`src/rtl/ahbgpio_param_pkg.sv`:
```
// Shared definitions for the parametrised AHB-Lite GPIO: register offsets,
// the registered address-phase record and the parity helper.
package ahbgpio_param_pkg;

  localparam logic [7:0] DATA_OFS  = 8'h00;
  localparam logic [7:0] DIR_OFS   = 8'h04;
  localparam logic [7:0] IEN_OFS   = 8'h08;
  localparam logic [7:0] ISTAT_OFS = 8'h0C;
  localparam logic [7:0] PERR_OFS  = 8'h10;
  localparam logic [7:0] IPOL_OFS  = 8'h14;

  typedef struct packed {
    logic [7:0] addr;
    logic       write;
    logic       valid;
  } aphase_t;

  // Expected parity bit: XOR of the zero-extended data, inverted for odd parity.
  function automatic logic par_bit(input logic [31:0] d, input logic sel);
    return (^d) ^ sel;
  endfunction

endpackage

```
`src/rtl/ahbgpio_param_sync_edge.sv`:
```
// Input synchroniser chain plus one-cycle history; reports the synchronised
// pins and a raw per-bit change mask.
module gpio_sync_edge #(
  parameter int WIDTH       = 17,
  parameter int SYNC_STAGES = 2
) (
  input  logic             clk,
  input  logic             rst_n,
  input  logic [WIDTH-1:0] din,
  output logic [WIDTH-1:0] in_sync,
  output logic [WIDTH-1:0] chg
);

  logic [SYNC_STAGES-1:0][WIDTH-1:0] sync_q, sync_d;
  logic [WIDTH-1:0]                  prev_q, prev_d;

  always_comb begin
    sync_d = {sync_q[SYNC_STAGES-2:0], din};
    prev_d = sync_q[SYNC_STAGES-1];
  end

  always_ff @(posedge clk or negedge rst_n) begin
    if (!rst_n) begin
      sync_q <= '0;
      prev_q <= '0;
    end else begin
      sync_q <= sync_d;
      prev_q <= prev_d;
    end
  end

  assign in_sync = sync_q[SYNC_STAGES-1];
  assign chg     = in_sync ^ prev_q;

endmodule

```
`src/rtl/ahbgpio_param.sv`:
```
// Parametrised AHB-Lite GPIO with per-bit direction, edge interrupts and
// sticky input parity error. Define AHBGPIO_EDGE_POL_EN to add the IPOL register.
module ahbgpio_param
  import ahbgpio_param_pkg::*;
#(
  parameter int GPIO_WIDTH  = 16,
  parameter int SYNC_STAGES = 2
) (
  input  logic                  HCLK,
  input  logic                  HRESETn,
  input  logic                  HSEL,
  input  logic [31:0]           HADDR,
  input  logic [1:0]            HTRANS,
  input  logic                  HWRITE,
  input  logic [31:0]           HWDATA,
  input  logic                  HREADY,
  output logic                  HREADYOUT,
  output logic [31:0]           HRDATA,
  input  logic [GPIO_WIDTH:0]   GPIOIN,
  output logic [GPIO_WIDTH:0]   GPIOOUT,
  output logic [GPIO_WIDTH-1:0] GPIODIR,
  input  logic                  PARITYSEL,
  output logic                  PARITYERR,
  output logic                  IRQ
);

  localparam int W = GPIO_WIDTH;

  aphase_t      aph_q, aph_d;
  logic [W-1:0] dout_q, dout_d, dir_q, dir_d, ien_q, ien_d, istat_q, istat_d;
  logic         perr_q, perr_d, irq_q, irq_d;
  logic [W:0]   in_sync, chg;
  logic [W-1:0] wdata, istat_clr, edge_v;
  logic         wr, perr_clr;
  logic [31:0]  in_ext, dout_ext, rdata;
`ifdef AHBGPIO_EDGE_POL_EN
  logic [W-1:0] ipol_q, ipol_d;
`endif

  gpio_sync_edge #(.WIDTH(W+1), .SYNC_STAGES(SYNC_STAGES)) u_sync (
    .clk    (HCLK),
    .rst_n  (HRESETn),
    .din    (GPIOIN),
    .in_sync(in_sync),
    .chg    (chg)
  );

  always_comb begin
    aph_d = aph_q;
    if (HREADY) aph_d = '{addr: HADDR[7:0], write: HWRITE, valid: HSEL & HTRANS[1]};
    wr        = aph_q.valid & aph_q.write;
    wdata     = HWDATA[W-1:0];
    dout_d    = dout_q;
    dir_d     = dir_q;
    ien_d     = ien_q;
    istat_clr = '0;
    perr_clr  = 1'b0;
`ifdef AHBGPIO_EDGE_POL_EN
    ipol_d    = ipol_q;
`endif
    if (wr) begin
      case (aph_q.addr)
        DATA_OFS:  dout_d    = wdata;
        DIR_OFS:   dir_d     = wdata;
        IEN_OFS:   ien_d     = wdata;
        ISTAT_OFS: istat_clr = wdata;
        PERR_OFS:  perr_clr  = HWDATA[0];
`ifdef AHBGPIO_EDGE_POL_EN
        IPOL_OFS:  ipol_d    = wdata;
`endif
        default: ;
      endcase
    end
    // Edges use the direction currently in force; flags already set survive a dir change.
    edge_v = chg[W-1:0] & ~dir_q;
`ifdef AHBGPIO_EDGE_POL_EN
    edge_v = edge_v & ~(in_sync[W-1:0] ^ ipol_q);
`endif
    istat_d = (istat_q & ~istat_clr) | edge_v;
    in_ext        = '0;
    in_ext[W-1:0] = in_sync[W-1:0];
    perr_d = (perr_q & ~perr_clr) | (in_sync[W] != par_bit(in_ext, PARITYSEL));
    irq_d  = |(istat_q & ien_q);
  end

  always_ff @(posedge HCLK or negedge HRESETn) begin
    if (!HRESETn) begin
      aph_q   <= '0;
      dout_q  <= '0;
      dir_q   <= '0;
      ien_q   <= '0;
      istat_q <= '0;
      perr_q  <= 1'b0;
      irq_q   <= 1'b0;
    end else begin
      aph_q   <= aph_d;
      dout_q  <= dout_d;
      dir_q   <= dir_d;
      ien_q   <= ien_d;
      istat_q <= istat_d;
      perr_q  <= perr_d;
      irq_q   <= irq_d;
    end
  end

`ifdef AHBGPIO_EDGE_POL_EN
  always_ff @(posedge HCLK or negedge HRESETn) begin
    if (!HRESETn) ipol_q <= '0;
    else          ipol_q <= ipol_d;
  end
`endif

  // Read data is muxed straight from the registers during the data phase.
  always_comb begin
    rdata = '0;
    if (aph_q.valid && !aph_q.write) begin
      case (aph_q.addr)
        DATA_OFS:  rdata[W-1:0] = (dir_q & dout_q) | (~dir_q & in_sync[W-1:0]);
        DIR_OFS:   rdata[W-1:0] = dir_q;
        IEN_OFS:   rdata[W-1:0] = ien_q;
        ISTAT_OFS: rdata[W-1:0] = istat_q;
        PERR_OFS:  rdata[0]     = perr_q;
`ifdef AHBGPIO_EDGE_POL_EN
        IPOL_OFS:  rdata[W-1:0] = ipol_q;
`endif
        default: ;
      endcase
    end
  end

  always_comb begin
    dout_ext        = '0;
    dout_ext[W-1:0] = dout_q;
  end

  assign HRDATA    = rdata;
  assign HREADYOUT = 1'b1;
  assign GPIOOUT   = {par_bit(dout_ext, PARITYSEL), dout_q};
  assign GPIODIR   = dir_q;
  assign PARITYERR = perr_q;
  assign IRQ       = irq_q;

  logic unused_bits;
  assign unused_bits = ^{HADDR[31:8], HTRANS[0], HWDATA, chg[W]};

endmodule

```
`config.mk`:
```
export PLATFORM = sky130hd
export DESIGN_NAME = ahbgpio_param
export DESIGN_NICKNAME = d
export VERILOG_FILES = /design/src/rtl/ahbgpio_param_pkg.sv /design/src/rtl/ahbgpio_param_sync_edge.sv /design/src/rtl/ahbgpio_param.sv
export SDC_FILE = /design/constraint.sdc
export NUM_CORES = 1
export LEC_CHECK = 0
export ABC_CLOCK_PERIOD_IN_PS = 2670
export BUFFER_PORTS_ARGS = -buffer_cell sky130_fd_sc_hd__buf_2
export CORE_UTILIZATION = 47
export CTS_CLUSTER_DIAMETER = 50
export CTS_CLUSTER_SIZE = 40
export DETAILED_ROUTE_END_ITERATION = 8
export GPL_ROUTABILITY_DRIVEN = 0
export HOLD_SLACK_MARGIN = 0.1
export PLACE_DENSITY = 0.74
export SYNTH_ARGS = -nofsm -noshare
export SYNTH_HDL_FRONTEND = slang
export SYNTH_SLANG_ARGS = --single-unit
export TNS_END_PERCENT = 20
```
`constraint.sdc`:
```
create_clock -name HCLK -period 2.67 [get_ports HCLK]
set_clock_uncertainty 0.2 [all_clocks]
set_input_delay 0.534 -clock HCLK [delete_from_list [all_inputs] [get_ports HCLK]]
set_output_delay 0.534 -clock HCLK [all_outputs]
set_load 0.005 [all_outputs]
```
Word-level counts from Yosys, hierarchy flattened:

Index checks and enable logic that the tools add are counted.

* muxes and demuxes: 7
* bitwise operators: 17
* equality and inequality tests: 5
* reduce and logical (&&, ||, !) cells: 9

Operator list (count)
* bitwise AND 16 bit: 5
* XOR reduction 32 bit: 2
* case mux 15 bit (4 select lines): 1
* 2-to-1 mux 16 bit: 3
* NOT 16 bit: 2
* OR 16 bit: 2
* equality test 8 x 4 -> 1 bit, second input constant: 2
* OR reduction 16 bit: 1
* XOR 16 bit: 1
* equality test 8 x 3 -> 1 bit, second input constant: 1
* equality test 8 x 5 -> 1 bit, second input constant: 1
* logical NOT 8 bit: 1
* AND reduction 2 bit: 3
* case mux 1 bit (5 select lines): 1
* bitwise AND 1 bit: 3
* 2-to-1 mux 1 bit: 2
* XOR 1 bit: 2
* logical AND 1 bit: 1
* logical NOT 1 bit: 1
* != test 1 bit: 1
* NOT 1 bit: 1
* OR 1 bit: 1

* output and inout port bits: 68
* input port bits: 89
* word-level logic and storage cells: 50
* flip-flop bits (word level): 126

Logic depth before layout (Yosys ltp):

Gate-level depths: netlist of run 1.

* depth after elaboration: 6
* depth in mapped cells: 7
* mapped depth without buffers: 5

Cells and area by module:

From an unflattened synthesis of run 1, not the netlist that was laid out.

* cells, all modules: 466
* area, all modules: 5506.5 sq um

Modules (own cells, without submodules)
* ahbgpio_param: area an instance 4081.4 sq um, times used 1, cells an instance 398, seq. area each 1901.8 sq um
* gpio_sync_edge: area an instance 1425.1 sq um, times used 1, cells an instance 68, seq. area each 1276.2 sq um

Least setup slack after synthesis of run 1:

OpenSTA, ideal clock, no wires.

* kind: reg2out
* from: register aph_q[7] (netlist bit)
* to: output port HRDATA[11]
* stages on the path, launching flop included: 7
* slack: -0.017 ns
* arrival: 1.953 ns
* required time: 1.936 ns
* path buffers: 1
* cells stage by stage: dfrtp_1 > or4_4 > or4b_4 > nor2_4 > buf_4 > a222oi_1 > nor2_1

* word-level cells in the longest chain between the ends: 3
* elaborated cells between the ends (all ways): 6
* classes of those cells: 3 x eq/ne; 2 x mux; 1 x reduce/logical

RTL lines
* start, declared: RTL line ahbgpio_param.sv:29 `aphase_t aph_q, aph_d;`
* start signal, assigned: RTL line ahbgpio_param.sv:96 `aph_q <= aph_d;`
* equality test 8 x 4 -> 1 bit (tied with other cells): RTL line ahbgpio_param.sv:117 `case (aph_q.addr)`
* case mux 15 bit (4 select lines) (*): RTL line ahbgpio_param.sv:117
* 2-to-1 mux 16 bit (*): RTL line ahbgpio_param.sv:116 `if (aph_q.valid && !aph_q.write) begin`
* end, declared: RTL line ahbgpio_param.sv:18 `output logic [31:0] HRDATA,`

Every way passes the cells marked *; elsewhere a longest branch is shown, timed or not.

Worst setup path after layout of run 1:

* from: register aph_q[7] (netlist bit)
* to: output port HRDATA[9]

The elaborated chain is that of the path after synthesis.

==> flow_summary.json, run 1 <==
{
  "cp_data_arrival_time_ps": 2510,
  "mostFrequentLayoutCells": "dfrtp_1 (126), buf_2 (97), mux2_2 (56)",
  "drc": 0,
  "hold_path_class": "register to register",
  "rsz0062_at_grt": "yes",
  "cp_cell_sequence": "or4_4 > or4b_4 > nor2_4 > buf_12 > a222oi_1 > nor2_1 > buf_2",
  "holdPathEnd": "u_sync.in_sync[8]",
  "critPathSlowestCell": "or4_4",
  "syn_to_final_growth_pct": 27.8,
  "synth_edf_count": 0,
  "first_iter_violations": 270,
  "placed_cells": 682,
  "synth-async-reset-ratio_pct": 100,
  "setup_viol": 17,
  "firstDrtPassIters": 5,
  "die_x_um": 110,
  "r2r_setup_slack_ps": 130,
  "grt_pass1_vias": 4018,
  "startpoint_type": "register",
  "gr-total-overflow": 0,
  "final_common_cell": "dfrtp_1",
  "cts_root_buf": "clkbuf_16",
  "drv_cap": 0,
  "min-delay-start": "u_sync.sync_d[25]",
  "yosys_most_used_dff": "dfrtp_1",
  "ant_nets": 0,
  "synth-seq-area-share_pct": 57.7,
  "antenna_cells": 0,
  "place_ws_ps": -162,
  "fin_crit_ps": 3240,
  "track_usage_pct": 23.5,
  "violations": "setup timing",
  "grt_pass1_wl_um": 20600,
  "worstRegToRegCells": 6,
  "yosysWarnings": 0,
  "io-pin-count": 157,
  "whs_ps": 145,
  "drive_above_1_share_pct": 38.2,
  "core_um2": 11400,
  "cts.sinks": 126,
  "seq_area_um2": 3150,
  "cp-end-kind": "primary output",
  "r2r-end": "dout_q[1]",
  "grt_max_degree": 81,
  "final_nets": 665,
  "period_share_pct": 121,
  "antenna_found_initial": 0,
  "cellPowerDensity_nw_per_um2": 697,
  "clk_pin_slew_worst_paths_ps": 50,
  "slowest_delay_ps": 540,
  "slew_viol_final": 0,
  "finalNonFillerCells": 732,
  "cp.required_ps": 1940,
  "routed_wl_um": 12800,
  "relSlewSlack_pct": 65.2,
  "ir_drop_mv": 0.468,
  "yosysUniqueCellTypes": 43,
  "p_leak_nw": 3.13,
  "netlist_area_um2": 5460,
  "cp_max_fo": 11,
  "worst_pin_slew_ps": 520,
  "place_hpwl_um": 8740,
  "cts_buffers": 17,
  "multiInputGateArea_um2": 2170,
  "rows": 39,
  "hold_depth": 0,
  "n_fill_cell": 881,
  "path_class": "register to primary output",
  "initial_core_util_pct": 48.1,
  "fin_ws_ps": -573,
  "h-tree-depth": 4,
  "wl_per_cell_um": 17.4,
  "rr_startpoint": "aph_q[7]",
  "cts.path.max_buffers": 2,
  "status": "finished with violations",
  "die-height_um": 110,
  "via_per_inst": 5.34,
  "synthCells": 438,
  "cts_tree": "yes",
  "clock_latency_ps": 410,
  "cts_setup_buffers": 0,
  "dieArea_um2": 12100,
  "syn_avg_cell_area_um2": 12.5,
  "route.vias.total": 3907,
  "synth_seq_cells": 126,
  "port_buffers": 98,
  "fin_util_pct": 61.4,
  "finalHoldViolations": 0,
  "clock.fmax_mhz": 308
}
## layer usage
layer / global-route usage, % / share of wire (%)
met4: 9.90 / 2.2
met3: 6.58 / 6.2
met5: 0 / 0
met1: 29.9 / 42
met2: 37.7 / 49
## how the worst max path moves through the flow
stage	startpoint	to	slack [ps]	depth (start not counted)
global route	aph_q[7]	HRDATA[9]	-670	7
finish	aph_q[7]	HRDATA[9]	-570	7
global placement	aph_q[7]	HRDATA[2]	-150	7
floorplan	aph_q[7]	HRDATA[11]	3	6
detailed placement	aph_q[7]	HRDATA[2]	-160	7
CTS	aph_q[7]	HRDATA[1]	-600	7
## state kept, by name, summed over array words and instances, names as in the netlist
register	count
GPIODIR	16
IRQ	1
PARITYERR	1
aph_q	10
dout_q	16
ien_q	16
istat_q	16
u_sync.in_sync	17
u_sync.prev_q	16
u_sync.sync_d	17
## cells by family after synthesis
group | after synthesis | synth area share (%)
buf+inv | 36 | 4.44
other cells | 2 | 0.137
simple gates | 99 | 8.72
compound gates | 69 | 9.14
xor+xnor | 48 | 7.95
mux | 58 | 11.9
flops | 126 | 57.7
## worst max-delay path: cells and delay by family, from the launching register on
kind                   cells  cell delay (ps)
buffers and inverters      2              280
AOI/OAI and AO/OA          1               80
DFF                        1              380
and+or+nand+nor            4             1340
## per-stage QoR
| step | TNS, ps | total power [mW] | area [um2] |
|---|---|---|---|
| finish | -8550 | 4.86 | 6980 |
| global route | -9970 | 5.06 | 6980 |
| detailed placement | -1930 | 2.59 | 6160 |
| floorplan | 0 | 2.40 | 5520 |
| CTS | -8760 | 4.90 | 6980 |
| global placement | -1720 | 2.58 | 6160 |
## repair_timing
| item | 4_1_cts | 5_1_grt |
|---|---|---|
| endpoints found under the setup margin | 17 | 17 |
| endpoints found under the hold margin | 48 | 0 |
| pin swaps | 3 | 1 |
| resized for setup | 10 | 1 |
| gates cloned | 0 | 0 |
| hold buffers | 18 | 0 |
## final cells by class
cell class | count | share of cell area (%)
timing repair buffer | 138 | 12.6
clock buffer | 22 | 6.94
sequential | 126 | 45.2
inverter | 2 | 0.108
clock inverter | 10 | 1.59
multi-input combinational | 291 | 31.0
tap | 143 | 2.56
## where the power goes
part / switching (mW) / leakage [nW] / total [mW] / internal [mW]
Clock: 0.814 / 0.288 / 2.28 / 1.47
Sequential: 0.0896 / 1.45 / 2.09 / 2.00
Combinational: 0.238 / 1.39 / 0.492 / 0.255
Total: 1.14 / 3.13 / 4.86 / 3.72
## synthesized netlist by cell type, types with 2 or more instances
cell       number  area share [%]
a21oi_1         8            0.73
a221oi_1        4            0.64
a222oi_1        7             1.3
a22o_1          4            0.64
a22oi_1         7            0.96
and3_1          2            0.23
buf_1           2            0.14
buf_2           4            0.37
buf_4          19             2.6
buf_6           2            0.41
clkbuf_1        6            0.41
conb_1          2            0.14
dfrtp_1       126              58
inv_1           2            0.14
mux2_2         56              12
mux2i_1         2            0.37
nand2_1        53             3.6
nand2_2         2            0.23
nand2b_1        2            0.23
nand3b_1        2            0.27
nand4_1         2            0.23
nor2_1         24             1.6
o21ai_0        20             1.8
o2bb2ai_1      16             2.6
xnor2_1        44             7.1
xor2_1          3            0.48
No activity file was read; power rests on OpenSTA's default activity.
==> run 2: changes to the inputs <==
--- a/config.mk
+++ b/config.mk
@@ -14,6 +14,7 @@
 export GPL_ROUTABILITY_DRIVEN = 0
 export HOLD_SLACK_MARGIN = 0.1
 export PLACE_DENSITY = 0.74
+export REMOVE_ABC_BUFFERS = 1
 export SYNTH_ARGS = -nofsm -noshare
 export SYNTH_HDL_FRONTEND = slang
 export SYNTH_SLANG_ARGS = --single-unit
==> run 2 against run 1 <==
  * The run still ends with setup timing left
  * Global-route usage is 0.18 points lower
  * Wire length is 1.6% higher
  * First-iteration DRC count decreased by 23%
  * Worst hold slack got worse by 9.0 ps
  * Fmax down 0.75%
  * Total power increased by 0.26%
  * Design area grew 0.66%
  * Core utilization up 0.41 points
  * Via count is 0.36% lower
  * Critical path depth stayed put
  * Non-clock buffer count decreased by 2
  * Die area unchanged
  * Largest cell class unchanged
==> flow_summary.json, run 2 (synthesis results as in run 1) <==
{
  "status": "finished with violations",
  "violations": "setup timing",
  "fin_util_pct": 61.8,
  "die-height_um": 110,
  "drv_cap": 0,
  "cts.path.max_buffers": 2,
  "antenna_found_initial": 0,
  "grt_pass1_wl_um": 20300,
  "cp.required_ps": 1940,
  "grt_pass1_vias": 3877,
  "syn_to_final_growth_pct": 28.6,
  "firstDrtPassIters": 5,
  "period_share_pct": 122,
  "first_iter_violations": 209,
  "setup_tns_ps": -8560,
  "ant_nets": 0,
  "fin_ws_ps": -598,
  "cts_tree": "yes",
  "track_usage_pct": 23.3,
  "startpoint_type": "register",
  "cp_num_buf_inv": 2,
  "wl_per_cell_um": 17.8,
  "worstRegToRegCells": 7,
  "rsz0062_at_grt": "yes",
  "io-pin-count": 157,
  "routed_wl_um": 13000,
  "final_common_cell": "dfrtp_1",
  "hold_path_class": "primary input to register",
  "critPathSlowestCell": "or4_4",
  "cp_cell_sequence": "or4_4 > or4b_4 > nor2_4 > buf_12 > nand2_1 > a21oi_2 > buf_2",
  "r2r_setup_slack_ps": 110,
  "crit_start": "aph_q[7]",
  "placed_cells": 680,
  "place_ws_ps": -175,
  "cts_root_buf": "clkbuf_16",
  "slowest_delay_ps": 540,
  "final_nets": 663,
  "p_leak_nw": 3.14,
  "finalNonFillerCells": 730,
  "whs_ps": 136,
  "path_depth": 7,
  "cellPowerDensity_nw_per_um2": 694,
  "fin_crit_ps": 3270,
  "drive_above_1_share_pct": 38.8,
  "clock_latency_ps": 410,
  "gr-total-overflow": 0,
  "finalHoldViolations": 0,
  "via_per_inst": 5.33,
  "crit_family": "simple AND/OR/NAND/NOR gates",
  "relSlewSlack_pct": 64.3,
  "antenna_cells": 0,
  "r2r-end": "GPIODIR[8]",
  "mostFrequentLayoutCells": "dfrtp_1 (126), buf_2 (97), mux2_2 (56)",
  "initial_core_util_pct": 48.1,
  "setup_viol": 16,
  "clk_pin_slew_worst_paths_ps": 60,
  "rows": 39,
  "cts_buffers": 17,
  "cp_data_arrival_time_ps": 2530,
  "cts.sinks": 126,
  "path_class": "register to primary output",
  "route.vias.total": 3893,
  "place_hpwl_um": 8680,
  "rr_startpoint": "aph_q[7]",
  "drc": 0,
  "grt_max_degree": 62,
  "total_power_mw": 4.88,
  "cp-end-kind": "primary output",
  "slew_viol_final": 0,
  "h-tree-depth": 4,
  "core_um2": 11400,
  "dieArea_um2": 12100,
  "ir_drop_mv": 0.514,
  "critPathCapture": "HRDATA[12]",
  "placedInstanceArea_um2": 6180,
  "clock.fmax_mhz": 306,
  "cp_max_fo": 8,
  "port_buffers": 98,
  "worst_pin_slew_ps": 534,
  "die_x_um": 110,
  "final_cell_area_um2": 7030
}
-- run 2: tightest hold or removal path, delay by kind of cell --
kind | cells | cell delay, ps
AOI/OAI and AO/OA | 1 | 60
and+or+nand+nor | 1 | 40
buffers and inverters | 1 | 80
-- run 2: report_power, final --
part / internal, mW / switching (mW)
registers: 2.00 / 0.0935
logic: 0.257 / 0.237
clock network: 1.47 / 0.821
total: 3.73 / 1.15
-- run 2: per-layer routing --
| metal | wire, um | track usage (%) | up-vias |
|---|---|---|---|
| met3 | 782 | 6.94 | 24 |
| met1 | 5430 | 29.9 | 1948 |
| li1 | - | - | 1774 |
| met5 | 0 | 0 | - |
| met2 | 6500 | 36.9 | 147 |
| met4 | 255 | 9.81 | 0 |
-- run 2: area by class of cell --
type	count	area, um2
fill	900	4340
sequential	126	3150
multi-input combinational	291	2190
timing repair buffer	136	902
clock buffer	22	484
tap	143	179
clock inverter	10	111
inverter	2	7.51
-- run 2: worst min path at each step --
stage / endpoint / depth (start not counted) / slack, ps / startpoint
3_3_place_gp: u_sync.in_sync[14] / 0 / 130 / u_sync.sync_d[31]
4_1_cts: aph_q[6] / 3 / 120 / HADDR[4]
5_1_grt: aph_q[6] / 3 / 130 / HADDR[4]
6_report: aph_q[6] / 3 / 140 / HADDR[4]
3_5_place_dp: u_sync.in_sync[10] / 0 / 130 / u_sync.sync_d[27]
2_1_floorplan: GPIODIR[0] / 0 / 40 / HRESETn
-- run 2: repair_timing --
item                                    4_1_cts  5_1_grt
hold endpoints to repair                     53        0
setup buffers                                 0        0
pin swaps                                     1        0
hold buffers                                 18        0
gates resized for setup                      10        5
endpoints found under the setup margin       17       17
